--- config.mk ---
export PLATFORM = sky130hd
export DESIGN_NAME = gcd_datapath_flat
export DESIGN_NICKNAME = d
export VERILOG_FILES = /design/src/rtl/gcd_pkg.sv /design/src/rtl/gcd_if.sv /design/src/rtl/gcd_datapath.sv /design/src/flat_wrapper.sv
export SDC_FILE = /design/constraint.sdc
export NUM_CORES = 1
export LEC_CHECK = 0
export CORE_ASPECT_RATIO = 1.4
export CORE_MARGIN = 2
export CORE_UTILIZATION = 30
export DETAILED_ROUTE_END_ITERATION = 7
export PLACE_DENSITY_LB_ADDON = 0.2
export SYNTH_ARGS = -nofsm -noshare
export SYNTH_HDL_FRONTEND = slang
export SYNTH_SLANG_ARGS = --single-unit
--- constraint.sdc ---
create_clock -name clk -period 3.26 [get_ports clk]
set_input_delay 0.489 -clock clk [delete_from_list [all_inputs] [get_ports clk]]
set_output_delay 0.489 -clock clk [all_outputs]
set_load 0.02 [all_outputs]
--- src/rtl/gcd_pkg.sv ---
// Shared constants and state encoding for the 4-bit GCD engine.
package gcd_pkg;

  localparam int GCD_W = 4;

  typedef enum logic [3:0] {
    S_IDLE  = 4'd0,
    S_LOAD  = 4'd1,
    S_CMP   = 4'd2,
    S_LT    = 4'd3,
    S_YSUB  = 4'd4,
    S_XSUB  = 4'd5,
    S_WRITE = 4'd6,
    S_DONE  = 4'd7
  } state_e;

endpackage

--- src/rtl/gcd_if.sv ---
// Controller/datapath handshake: operand inputs, mux selects and write
// enables flow from the controller, comparator status and registers flow back.
interface gcd_if;
  import gcd_pkg::*;

  logic [GCD_W-1:0] x_i;
  logic [GCD_W-1:0] y_i;
  logic             x_sel;
  logic             y_sel;
  logic             x_write;
  logic             y_write;
  logic             d_write;
  logic             x_neq_y;
  logic             x_lt_y;
  logic [GCD_W-1:0] x_reg;
  logic [GCD_W-1:0] y_reg;
  logic [GCD_W-1:0] d_reg;

  modport ctrl (
    output x_i, y_i, x_sel, y_sel, x_write, y_write, d_write,
    input  x_neq_y, x_lt_y, x_reg, y_reg, d_reg
  );

  modport dp (
    input  x_i, y_i, x_sel, y_sel, x_write, y_write, d_write,
    output x_neq_y, x_lt_y, x_reg, y_reg, d_reg
  );

endinterface

--- src/rtl/gcd_datapath.sv ---
// GCD datapath: x/y/d registers, load-or-subtract muxes and comparators.
module gcd_datapath
  import gcd_pkg::*;
(
  input  logic clk,
  input  logic reset,
  gcd_if.dp    bus
);

  logic [GCD_W-1:0] x_q, y_q, d_q;
  logic [GCD_W-1:0] x_d, y_d;

  // Operand muxes: fresh operand on load, difference on subtract.
  always_comb begin
    x_d = bus.x_sel ? (x_q - y_q) : bus.x_i;
    y_d = bus.y_sel ? (y_q - x_q) : bus.y_i;
  end

  // Operand and result registers; result is x|y so a zero operand passes the other through.
  always_ff @(posedge clk or negedge reset) begin
    if (!reset) begin
      x_q <= '0;
      y_q <= '0;
      d_q <= '0;
    end else begin
      if (bus.x_write) x_q <= x_d;
      if (bus.y_write) y_q <= y_d;
      if (bus.d_write) d_q <= x_q | y_q;
    end
  end

  assign bus.x_neq_y = (x_q != y_q);
  assign bus.x_lt_y  = (x_q < y_q);
  assign bus.x_reg   = x_q;
  assign bus.y_reg   = y_q;
  assign bus.d_reg   = d_q;

endmodule

--- src/flat_wrapper.sv ---
// flat-port wrapper written by rule: the top's interface ports become plain ports
module gcd_datapath_flat import gcd_pkg::*;
  (clk, reset, bus_x_i, bus_y_i, bus_x_sel, bus_y_sel, bus_x_write, bus_y_write, bus_d_write, bus_x_neq_y, bus_x_lt_y, bus_x_reg, bus_y_reg, bus_d_reg);
  gcd_if bus_i ();
  input  logic clk;
  input  logic reset;
  input wire logic [$bits(bus_i.x_i)-1:0] bus_x_i;
  input wire logic [$bits(bus_i.y_i)-1:0] bus_y_i;
  input wire logic [$bits(bus_i.x_sel)-1:0] bus_x_sel;
  input wire logic [$bits(bus_i.y_sel)-1:0] bus_y_sel;
  input wire logic [$bits(bus_i.x_write)-1:0] bus_x_write;
  input wire logic [$bits(bus_i.y_write)-1:0] bus_y_write;
  input wire logic [$bits(bus_i.d_write)-1:0] bus_d_write;
  output wire logic [$bits(bus_i.x_neq_y)-1:0] bus_x_neq_y;
  output wire logic [$bits(bus_i.x_lt_y)-1:0] bus_x_lt_y;
  output wire logic [$bits(bus_i.x_reg)-1:0] bus_x_reg;
  output wire logic [$bits(bus_i.y_reg)-1:0] bus_y_reg;
  output wire logic [$bits(bus_i.d_reg)-1:0] bus_d_reg;
  assign bus_i.x_i = bus_x_i;
  assign bus_i.y_i = bus_y_i;
  assign bus_i.x_sel = bus_x_sel;
  assign bus_i.y_sel = bus_y_sel;
  assign bus_i.x_write = bus_x_write;
  assign bus_i.y_write = bus_y_write;
  assign bus_i.d_write = bus_d_write;
  assign bus_x_neq_y = bus_i.x_neq_y;
  assign bus_x_lt_y = bus_i.x_lt_y;
  assign bus_x_reg = bus_i.x_reg;
  assign bus_y_reg = bus_i.y_reg;
  assign bus_d_reg = bus_i.d_reg;
  gcd_datapath u_core (.clk(clk), .reset(reset), .bus(bus_i));
endmodule
# == After elaboration in Yosys (flattened, before gate mapping) ==
# Index checks and enable logic that the tools add are counted.
# op_classes
mux,2
magnitude_cmp,1
eq_ne,1
bitwise,1
addsub,2
# op_table
cell,n
$mux W4,2
$sub A4 B4 Y4,2
$lt A4 B4 Y1,1
$ne A4 B4 Y1,1
$or A4 B4 Y4,1
# totals
register_bits,12
inputBits,15

# == Depth between registers and ports, before layout ==
# Gate-level depths: netlist of the first run.
# depth
ltp_word,2
depth_mapped,7
mapped_depth_nobuf,7

# == Worst setup path after synthesis of the first run ==
# OpenSTA, ideal clock, no wires.
# synth_path
kind,flip-flop to output port
from,reg u_core.y_q[2] (netlist: u_core.bus.y_reg[2])
to,out bus_x_neq_y
path_stages_with_launch,5
slack_ns,1.166
required_ns,2.771
n_path_buf,1
t_arrival_ns,1.605
cell_sequence,dfrtp_1 > inv_1 > ha_1 > buf_6 > or4_1
# synth_via
elab_chain_len,1
# synth_rtl
element,line,source
start: declaration,gcd_datapath.sv:10,"logic [GCD_W-1:0] x_q, y_q, d_q;"
start signal: assignment,gcd_datapath.sv:27,if (bus.y_write) y_q <= y_d;
$ne A4 B4 Y1,gcd_datapath.sv:32,assign bus.x_neq_y = (x_q != y_q);
end: declaration,flat_wrapper.sv:14,output wire logic [$bits(bus_i.x_neq_y)-1:0] bus_x_neq_y;
# Every way passes these cells.

# == Final worst setup path of the first run ==
# Ends and elaborated chain as after synthesis.

==> flow_summary.rst, run 1 <==
.. list-table::
   :header-rows: 1

   * - Metric
     - Value
   * - Setup crit end kind
     - output port
   * - Fmax
     - approximately 0.37 GHz
   * - Top routing layer used
     - met4
   * - Share of the yosys chip area belonging to registers
     - 0.341
   * - Classification of the worst setup path
     - flop to output port
   * - YS warnings
     - 0
   * - FP Rows
     - 23
   * - Root buffer selected by CTS
     - sky130_fd_sc_hd__clkbuf_8
   * - Mean number of vias per cell
     - 4.41
   * - Overall via count from detail_route
     - 688
   * - Share of synthesized flip-flops with an asynchronous set or reset
     - 1.00
   * - Sink Count
     - 12
   * - Clock latency at the later pin of the worst-skew pair
     - 0.24 ns
   * - Slack of the worst reg-to-reg path
     - 1.49 ns
   * - Register bit count reported by yosys
     - 12
   * - Total number of H-tree levels
     - 1
   * - Clock transition time at the flip-flop clock pins of the worst setup and hold paths
     - 0.05 ns
   * - Wire length of the first global-routing pass
     - 3.02 mm
   * - Port-buffer cells
     - 28
   * - Clock buffers created by TritonCTS
     - 3
   * - Starting density of the core
     - 0.312
   * - GRT overflow
     - 0
   * - LEAKAGE
     - 0.000591 uW
   * - First-pass iteration count of the detailed router
     - 3
   * - Total power density per cell area
     - 855 mW/mm2
   * - Predominant post-synthesis flop cell
     - sky130_fd_sc_hd__dfrtp_1
   * - Cell taking the most area after synthesis
     - sky130_fd_sc_hd__dfrtp_1
   * - Critical path required time
     - 2.77 ns
   * - Count of filler cells inserted in the layout
     - 300
   * - Hold Vio Cnt, Final
     - 0
   * - Max rail drop VDD
     - 0.365 mV
   * - Data arrival time of the critical path
     - between 2 and 2.5 ns
   * - Total met3 wirelength after detailed routing
     - 74 um
   * - Initial antenna violation count
     - 0
   * - Die boundary width
     - 49.8 um
   * - Setup total negative slack
     - 0 ns
   * - Worst Skew
     - roughly 0.0036 ns
   * - Number of maximum-capacitance constraint violations
     - 0
   * - Portion of the clock cycle consumed by the worst path in the final layout
     - 0.837
   * - Height of the die
     - about 68 um
   * - Setup repair after global routing missed its margin
     - false
   * - Cells after Synth
     - between 90 and 100
   * - TritonCTS clock tree
     - yes
   * - Met1 wire length
     - roughly 800 um
   * - Mean post-synth cell area
     - 9.56 um2
   * - Number of DRC markers after the initial detailed-route iteration
     - 8
   * - Startpoint of the most critical hold path
     - u_core.bus.d_reg[2]
   * - RD Place Congestion
     - 0.749
   * - Fraction of layout instances using a drive strength above 1
     - 0.0504
   * - Wirelength, routed
     - about 1.9 mm
   * - Diodes inserted
     - 0
   * - Count of cells along the worst register-to-register path
     - 5
   * - Syn_nets
     - 120
   * - Launching element type of the critical path
     - flop
   * - Result of the run
     - finished clean
   * - HPWL after detailed placement
     - around 1.5 mm
   * - Detailed route wirelength on metal2
     - 957 um
   * - Number of flops mapped to enable cells by yosys
     - 0
   * - Share of Yosys cell area claimed by the top area cell type
     - 0.341
   * - Worst Hold End
     - u_core.bus.d_reg[2]
   * - Relative area change from synthesis to final layout
     - 40.0%
   * - Maximum number of pins on one net before global-route repair
     - 13
   * - Number of hold buffers added after cts
     - 0
   * - FF+latch area
     - 300 um2
   * - Ports
     - 29
   * - Highest fanout seen on the critical path
     - 8
   * - Finished Core Util
     - 0.437
   * - Max-Slew Margin vs Limit
     - 0.610
   * - Die area
     - 0.00339 mm2
   * - Clk buf depth
     - 2
   * - Final Max Tran Viols
     - 0
   * - # nets final
     - 148
   * - Count of unresolved DRC violations after routing
     - 0
   * - Vias in the first global route
     - 706
   * - Area of the core region
     - 0.00282 mm2
   * - Worst Hold Path Cells
     - 2
   * - Routed wire length per instance
     - between 10 and 15 um
   * - Reg-to-Reg Start
     - u_core.bus.y_reg[2]
   * - Final critical delay including setup and external delays
     - 2.73 ns
   * - Top cells by area, synth
     - sky130_fd_sc_hd__dfrtp_1 34%, sky130_fd_sc_hd__ha_1 16%, sky130_fd_sc_hd__mux2i_1 9.1%
   * - Yosys cell types
     - 29
   * - End of the worst register-to-register path
     - u_core.bus.x_reg[3]
   * - Total area of multi-input combinational cells
     - 493 um2
   * - Resize count post-CTS
     - 0
   * - Measured slew at the worst slew-check pin
     - 0.582 ns
   * - Detail Route Antenna Nets
     - 0
   * - Setup violation total in the final timing report
     - 0
   * - Post-CTS Repair Setup Buffers
     - 0
   * - GRT Resource Usage Total
     - 0.119
   * - Type of the most critical hold path
     - flop to flop
   * - Post-synthesis cell area
     - 880 um2
==> metal layers <==
metal  up-vias  GRT usage
li1        360          -
met1       310      0.122
met2        16      0.238
met3         2     0.0175
met4         0     0.0521
met5         -          0
==> layout make-up <==
class                      instances  share of cell area
tap                               37              0.0376
clock buffer                       4              0.0447
multi-input combinational         60               0.400
timing repair buffer              28               0.228
inverter                          15              0.0457
sequential                        12               0.244
==> where the power goes <==
part           leakage, uW  internal, uW  switching, uW  total (uW)
logic             0.000429           302            332         634
registers         0.000133           205           50.5         256
clock network    0.0000288           107           55.5         162
==> Yosys cell counts (all sizes together), types with 3 or more instances <==
cell    instances
dfrtp          12
ha             11
mux2i           8
nor2b           4
nand3b          3
inv            15
nor2            6
buf             3
a21oi           7
==> logic make-up (layout without fill, tap and decap cells) <==
| logic type | Yosys count | count (layout) | share of synthesized area |
|---|---|---|---|
| xor gates and xnor gates | 2 | 2 | 0.0199 |
| DFF | 12 | 12 | 0.341 |
| adders and majority gates | 13 | 13 | 0.202 |
| and+or+nand+nor | 24 | 24 | 0.162 |
| AOI/OAI and AO/OA | 13 | 13 | 0.0854 |
| muxes | 8 | 8 | 0.0910 |
| buffers and inverters | 20 | 47 | 0.0981 |
==> through the flow <==
step	total power [uW]	setup WS (ns)	cells	hold slack (ns)	instance area [um2]
finish	1050	0.531	156	0.515	1230
global route	1140	0.442	156	0.548	1230
CTS	1070	0.524	156	0.520	1230
detailed placement	902	0.796	152	0.511	1180
global placement	899	0.798	152	0.505	1180
floorplan	668	1.17	92	0.193	880
==> critical path, cell delays in order (launching register included) <==
cell                              delay [ns]
sky130_fd_sc_hd__dfrtp_1                0.38
sky130_fd_sc_hd__inv_1                  0.09
sky130_fd_sc_hd__ha_1                   0.42
sky130_fd_sc_hd__or4_1                  0.56
sky130_fd_sc_hd__clkdlybuf4s50_1        0.56
==> cells in the final DEF (no fill, tap or decap), drive strengths merged, types with 2 or more instances in the layout <==
cell and n:
a21oi 7, and3 2, clkbuf 4, clkdlybuf4s50 28
dfrtp 12, fa 2, ha 11, inv 15
mux2i 8, nand3b 3, nor2 6, nor2b 4
nor3 2, o21ai 2, or4 2
==> how the worst max path moves through the flow <==
stage	start	cells past startpoint	endpoint
after CTS	u_core.bus.y_reg[2]	4	bus_x_neq_y
after global placement	u_core.bus.y_reg[2]	4	bus_x_neq_y
after floorplan	u_core.bus.y_reg[2]	4	bus_x_neq_y
after detailed placement	u_core.bus.y_reg[2]	4	bus_x_neq_y
final	u_core.bus.y_reg[2]	4	bus_x_neq_y
after global routing	u_core.bus.x_reg[0]	8	bus_x_lt_y
Power figures use the tool's default switching activity.
==> run 2: changes to the inputs <==
==> constraint.sdc (replaced) <==
create_clock -name clk -period 2.25 [get_ports clk]
set_input_delay 0.3375 -clock clk [delete_from_list [all_inputs] [get_ports clk]]
set_output_delay 0.3375 -clock clk [all_outputs]
set_load 0.02 [all_outputs]
==> run 2 against run 1 <==
Against the previous run:
- power is 57% higher
- sequential power is 39% higher
- utilization is 2.8 points higher
- worst setup slack worse by 0.39 ns
- critical path depth stayed put
- register-to-register slack worse by 0.98 ns
- die area stayed put
- first-iteration DRC count is 25% higher
- highest routed layer unchanged
- global-route usage is 2.0 points higher
- clock-buffer cell count stayed put
- clock skew is 0.0016 ns lower
- combinational power is 66% higher
- critical path type unchanged
==> flow_summary.rst, run 2 (synthesized netlist as in run 1, its figures left out) <==
.. list-table::
   :header-rows: 1

   * - Metric
     - Value
   * - # nets final
     - 160 (+8.1%)
   * - Relative area change from synthesis to final layout
     - 49.1%
   * - Sink Count
     - 12 (unchanged)
   * - RD Place Congestion
     - 0.752 (+0.43%)
   * - Ports
     - 29 (unchanged)
   * - Number of maximum-capacitance constraint violations
     - 0 (unchanged)
   * - Count of unresolved DRC violations after routing
     - 0 (unchanged)
   * - Area of the core region
     - 0.00282 mm2 (unchanged)
   * - Count of cells along the worst register-to-register path
     - 6 (+1)
   * - Setup total negative slack
     - 0 ns (unchanged)
   * - Most frequent standard cell in the layout excluding fill and tap cells
     - sky130_fd_sc_hd__clkdlybuf4s50_1
   * - Fmax
     - ~0.47 GHz
   * - Initial antenna violation count
     - 0 (unchanged)
   * - Detail Route Antenna Nets
     - 0 (unchanged)
   * - Wire length of the first global-routing pass
     - 3.48 mm (+15%)
   * - Result of the run
     - finished clean
   * - Vias in the first global route
     - 800 (+13%)
   * - Routed wire length per instance
     - 12.5 um (+4.9%)
   * - FP Rows
     - 23 (unchanged)
   * - Final critical delay including setup and external delays
     - about 2.1 ns
   * - Final Max Tran Viols
     - 0 (unchanged)
   * - Launch point of the worst path
     - u_core.bus.y_reg[0]
   * - Height of the die
     - 68.1 um (unchanged)
   * - Finished Core Util
     - 0.465 (+0.0284)
   * - Root buffer selected by CTS
     - sky130_fd_sc_hd__clkbuf_8
   * - Clock transition time at the flip-flop clock pins of the worst setup and hold paths
     - 0.06 ns (about the same)
   * - Setup repair after global routing missed its margin
     - false
   * - Setup ws final
     - 0.138 ns (-0.393 ns)
   * - Worst Skew
     - 0.00205 ns (-0.00159 ns)
   * - Cell Count, Final, Fillers Out
     - 168 (+7.7%)
   * - Mean number of vias per cell
     - 4.59 (+4.1%)
   * - Overall via count from detail_route
     - 771 (+12%)
   * - Starting density of the core
     - 0.312 (unchanged)
   * - Launching element type of the critical path
     - flop
   * - Highest-count cells in the layout ignoring fill and taps
     - 26 x sky130_fd_sc_hd__clkdlybuf4s50_1, 15 x sky130_fd_sc_hd__inv_1, 12 x sky130_fd_sc_hd__buf_4, 12 x sky130_fd_sc_hd__dfrtp_1, 11 x sky130_fd_sc_hd__ha_1
   * - First-pass iteration count of the detailed router
     - 4 (+1)
   * - Portion of the clock cycle consumed by the worst path in the final layout
     - 0.938
   * - Total number of H-tree levels
     - 1 (unchanged)
   * - Setup crit end kind
     - output port
   * - LEAKAGE
     - 0.000646 uW (+9.3%)
   * - Classification of the worst setup path
     - flop to output port
   * - Clock latency at the later pin of the worst-skew pair
     - 0.24 ns (about the same)
   * - Critical path required time
     - 1.91 ns (-0.86 ns)
   * - Reg-to-Reg Start
     - u_core.bus.x_reg[1]
   * - Number of placed cells counting well taps
     - 162 (+6.6%)
   * - HPWL after detailed placement
     - 1.67 mm (+9.5%)
   * - Die area
     - 0.00339 mm2 (unchanged)
   * - Die boundary width
     - 49.8 um (unchanged)
   * - Setup violation total in the final timing report
     - 0 (unchanged)
   * - Fraction of layout instances using a drive strength above 1
     - 0.153 (+0.102)
   * - TritonCTS clock tree
     - yes
   * - Total power density per cell area
     - 1260 mW/mm2 (+47%)
   * - Number of hold buffers added after cts
     - 0 (unchanged)
   * - Port-buffer cells
     - 28 (unchanged)
   * - Number of DRC markers after the initial detailed-route iteration
     - 10 (+2)
   * - Total power consumption of the routed design
     - 1650 uW (+57%)
   * - Clk buf depth
     - 2 (unchanged)
   * - Max-Slew Margin vs Limit
     - 0.601 (-0.00926)
   * - Wirelength, routed
     - 2.10 mm (+13%)
   * - Clock buffers created by TritonCTS
     - 3 (unchanged)
   * - Data arrival time of the critical path
     - 1.77 ns (-0.47 ns)
   * - Hold Vio Cnt, Final
     - 0 (unchanged)
   * - Highest fanout seen on the critical path
     - 4 (-4)
   * - End of the worst register-to-register path
     - u_core.bus.x_reg[3]
   * - Maximum number of pins on one net before global-route repair
     - 13 (unchanged)
   * - Measured slew at the worst slew-check pin
     - 0.596 ns (+0.0138 ns)
   * - GRT Resource Usage Total
     - 0.139 (+0.0196)
   * - Diodes inserted
     - 0 (unchanged)
   * - GRT overflow
     - 0 (unchanged)
   * - Type of the most critical hold path
     - primary input to async pin
   * - Setup slack after placement
     - 0.0199 ns (-0.776 ns)
   * - Slack of the worst reg-to-reg path
     - 0.51 ns (-0.98 ns)
   * - Critical Path Sink
     - bus_x_neq_y
   * - Max rail drop VDD
     - 0.646 mV (+77%)
-- run 2: timing repair --
action                                  CTS  global route
endpoints found under the setup margin    2             2
pin swaps                                 0             0
setup buffers                             0             2
resized for setup                         4             3
-- run 2: worst min path at each step --
stage                                to  cells past startpoint
floorplan           u_core.bus.d_reg[0]                      0
global placement    u_core.bus.d_reg[0]                      2
detailed placement  u_core.bus.d_reg[0]                      2
CTS                 u_core.bus.y_reg[3]                      1
global route        u_core.bus.y_reg[3]                      1
finish              u_core.bus.y_reg[3]                      1
-- run 2: worst max-delay path: stages, from the launching register on --
cell and delay, ns:
sky130_fd_sc_hd__dfrtp_1 0.40, sky130_fd_sc_hd__inv_1 0.09, sky130_fd_sc_hd__ha_1 0.34, sky130_fd_sc_hd__or4_1 0.53, sky130_fd_sc_hd__buf_2 0.18
-- run 2: per-layer routing --
layer  vias to the layer above  wire length [um]  global-route usage
met2                        22              1130               0.273
met3                         4               101              0.0349
met1                       364               825               0.131
met4                         0                36              0.0729
li1                        381                 -                   -
met5                         -                 0                   0
-- run 2: layout make-up --
cell class / count / area [um2]
multi-input cells: 60 / 493
inverters: 15 / 56.3
well taps: 37 / 46.3
repair buffers: 40 / 360
fillers: 308 / 1510
clock buffers: 4 / 55.1
flip-flops and latches: 12 / 300
-- run 2: report_power, final --
group,internal (uW),switching [uW]
Sequential,297,59.0
Combinational,520,534
Clock,155,82.9
Total,972,676
-- run 2: per-stage QoR --
step                      instance area [um2]  hold WS [ns]
after detailed placement                 1250         0.508
after global routing                     1310         0.521
after CTS                                1310         0.494
final                                    1310         0.475
after floorplan                           880        0.0419
after global placement                   1250         0.506
==> run 3: changes to the inputs <==
--- a/config.mk
+++ b/config.mk
@@ -9,6 +9,7 @@
 export CORE_MARGIN = 2
 export CORE_UTILIZATION = 30
 export DETAILED_ROUTE_END_ITERATION = 7
+export GPL_TIMING_DRIVEN = 0
 export PLACE_DENSITY_LB_ADDON = 0.2
 export SYNTH_ARGS = -nofsm -noshare
 export SYNTH_HDL_FRONTEND = slang
==> run 3 against run 2 <==
Against the previous run:
- clock-buffer cell count unchanged
- highest routed layer unchanged
- non-clock buffer count fell by 7
- final area shrank 5.3%
- worst setup slack got worse by 0.055 ns
- first-iteration DRC count did not move
- sequential power grew 4%
- wire length shrank 6.4%
- register-to-register slack about the same
==> flow_summary.rst, run 3 (synthesized netlist as in run 1, its figures left out) <==
.. list-table::
   :header-rows: 1

   * - Metric
     - Value
   * - First-pass iteration count of the detailed router
     - 5 (+1)
   * - Critical-path cell with the highest stage delay
     - sky130_fd_sc_hd__or4_1
   * - Portion of the clock cycle consumed by the worst path in the final layout
     - 0.963 (+0.0247)
   * - Max-Slew Margin vs Limit
     - 0.616 (+0.0144)
   * - Total power density per cell area
     - 1250 mW/mm2 (-0.21%)
   * - Number of hold buffers added after cts
     - 0 (unchanged)
   * - HPWL after detailed placement
     - 1.52 mm (-9.2%)
   * - Launching element type of the critical path
     - flop
   * - Type of the most critical hold path
     - primary input to flop
   * - Mean number of vias per cell
     - 4.45 (-3.0%)
   * - Reg-to-Reg Start
     - u_core.bus.x_reg[1]
   * - Setup ws final
     - 0.0829 ns (-0.0555 ns)
   * - GRT Resource Usage Total
     - 0.125 (-0.0144)
   * - Setup total negative slack
     - 0 ns (unchanged)
   * - Max rail drop VDD
     - 0.519 mV (-20%)
   * - Count of unresolved DRC violations after routing
     - 0 (unchanged)
   * - Starting density of the core
     - 0.312 (unchanged)
   * - Root buffer selected by CTS
     - sky130_fd_sc_hd__clkbuf_8
   * - Clock buffers created by TritonCTS
     - 3 (unchanged)
   * - Total power consumption of the routed design
     - 1560 uW (-5.5%)
   * - CP bufs+invs
     - 3 (+1)
   * - Cell area reported after detailed placement
     - 0.00117 mm2 (-6.8%)
   * - Family of cells with the greatest summed delay on the critical path
     - simple AND/OR/NAND/NOR gates
   * - Initial antenna violation count
     - 0 (unchanged)
   * - # nets final
     - 153 (-4.4%)
   * - Overall via count from detail_route
     - 717 (-7.0%)
   * - Clock latency at the later pin of the worst-skew pair
     - 0.24 ns (about the same)
   * - Diodes inserted
     - 0 (unchanged)
   * - Highest fanout seen on the critical path
     - 8 (+4)
   * - Vias in the first global route
     - 707 (-12%)
   * - Critical Path Max Stage Delay
     - 0.51 ns (-0.02 ns)
   * - Setup slack after placement
     - -0.0584 ns (-0.0783 ns)
   * - Most frequent standard cell in the layout excluding fill and tap cells
     - sky130_fd_sc_hd__clkdlybuf4s50_1
   * - Hold WS
     - 0.408 ns (-0.0674 ns)
   * - Fraction of layout instances using a drive strength above 1
     - 0.129 (-0.0236)
   * - Sink Count
     - 12 (unchanged)
   * - Highest-count cells in the layout ignoring fill and taps
     - 22 x sky130_fd_sc_hd__clkdlybuf4s50_1, 15 x sky130_fd_sc_hd__inv_1, 12 x sky130_fd_sc_hd__dfrtp_1, 11 x sky130_fd_sc_hd__ha_1, 8 x sky130_fd_sc_hd__mux2i_1
   * - TritonCTS clock tree
     - yes
   * - Cell Chain, Critical Path
     - inv_1 -> ha_1 -> buf_6 -> or4_1 -> buf_2
   * - LEAKAGE
     - 0.000611 uW (-5.3%)
   * - Hold Vio Cnt, Final
     - 0 (unchanged)
   * - Port-buffer cells
     - 24 (-14%)
   * - Clock transition time at the flip-flop clock pins of the worst setup and hold paths
     - 0.06 ns (about the same)
   * - Number of maximum-capacitance constraint violations
     - 0 (unchanged)
   * - RD Place Congestion
     - 0.766 (+1.9%)
   * - Ports
     - 29 (unchanged)
   * - Wirelength, routed
     - 1.96 mm (-6.4%)
   * - Die area
     - 0.00339 mm2 (unchanged)
   * - Area of the core region
     - 0.00282 mm2 (unchanged)
   * - Worst Skew
     - 0.00275 ns (+0.000705 ns)
   * - Result of the run
     - finished clean
   * - Critical path required time
     - 1.91 ns (about the same)
   * - Clk buf depth
     - 2 (unchanged)
   * - Relative area change from synthesis to final layout
     - 41.1%
   * - Final Max Tran Viols
     - 0 (unchanged)
   * - Measured slew at the worst slew-check pin
     - 0.575 ns (-0.0215 ns)
   * - Wire length of the first global-routing pass
     - 3.11 mm (-11%)
   * - Maximum number of pins on one net before global-route repair
     - 13 (unchanged)
   * - Routed wire length per instance
     - 12.2 um (-2.4%)
   * - Number of DRC markers after the initial detailed-route iteration
     - 10 (unchanged)
   * - Classification of the worst setup path
     - flop to output port
   * - Launch point of the worst path
     - u_core.bus.y_reg[2]
   * - Detail Route Antenna Nets
     - 0 (unchanged)
   * - Startpoint of the most critical hold path
     - bus_x_write
   * - Setup violation total in the final timing report
     - 0 (unchanged)
   * - Final critical delay including setup and external delays
     - 2.17 ns (+0.0555 ns)
   * - Total number of H-tree levels
     - 1 (unchanged)
   * - GRT overflow
     - 0 (unchanged)
   * - Data arrival time of the critical path
     - 1.83 ns (+0.06 ns)
   * - Design area
     - 0.00124 mm2 (-5.3%)
   * - Die boundary width
     - 49.8 um (unchanged)
   * - Fmax
     - 0.461 GHz (-2.6%)
   * - Setup crit end kind
     - output port
   * - Height of the die
     - 68.1 um (unchanged)
   * - FP Rows
     - 23 (unchanged)
-- run 3: final cells by class --
type	count	area, um2
fill	307	1580
tap	37	46.3
buffer	5	30.0
inverter	15	56.3
multi-input combinational	60	493
sequential	12	300
clock buffer	4	55.1
timing repair buffer	28	260
-- run 3: through the flow --
stage / std cells / utilization
final: 161 / 0.440
after global routing: 161 / 0.440
after CTS: 157 / 0.432
after detailed placement: 153 / 0.413
after global placement: 153 / 0.413
after floorplan: 92 / -
-- run 3: path summary, 6_finish.rpt --
check / to / slack (ns) / cells after the start
worst max-delay path: bus_x_neq_y / 0.08 / 5
worst min-delay path: u_core.bus.x_reg[2] / 0.41 / 2
worst max register to register: u_core.bus.x_reg[3] / 0.50 / 5
worst min register to register: u_core.bus.d_reg[0] / 0.51 / 2
max in group asynchronous: u_core.bus.x_reg[2] / 1.41 / 1
min in group asynchronous: u_core.bus.y_reg[3] / 0.47 / 1
-- run 3: per-layer routing --
layer | global-route usage | vias to the layer above | wire, um
met5 | 0 | - | 0
met4 | 0.0729 | 0 | 24
met3 | 0.0197 | 2 | 80
met2 | 0.233 | 16 | 1060
met1 | 0.131 | 333 | 801
li1 | - | 366 | -
-- run 3: worst register-to-register path: cells and delay by family, from the launching register on --
kind	cells	cell delay, ns
AO/OA/AOI/OAI	1	0.26
adder cells (fa/ha/maj)	1	0.34
buffers and inverters	1	0.11
flip-flops	1	0.49
AND/OR/NAND/NOR	2	0.42
-- run 3: timing repair --
| action | CTS | global route |
|---|---|---|
| pin swaps | 0 | 0 |
| resized for setup | 7 | 1 |
| buffers inserted | 0 | 4 |
| endpoints found under the setup margin | 2 | 2 |
-- run 3: power by group --
part | internal, uW | switching, uW
combinational | 455 | 497
sequential | 298 | 72.2
clock | 155 | 80.5
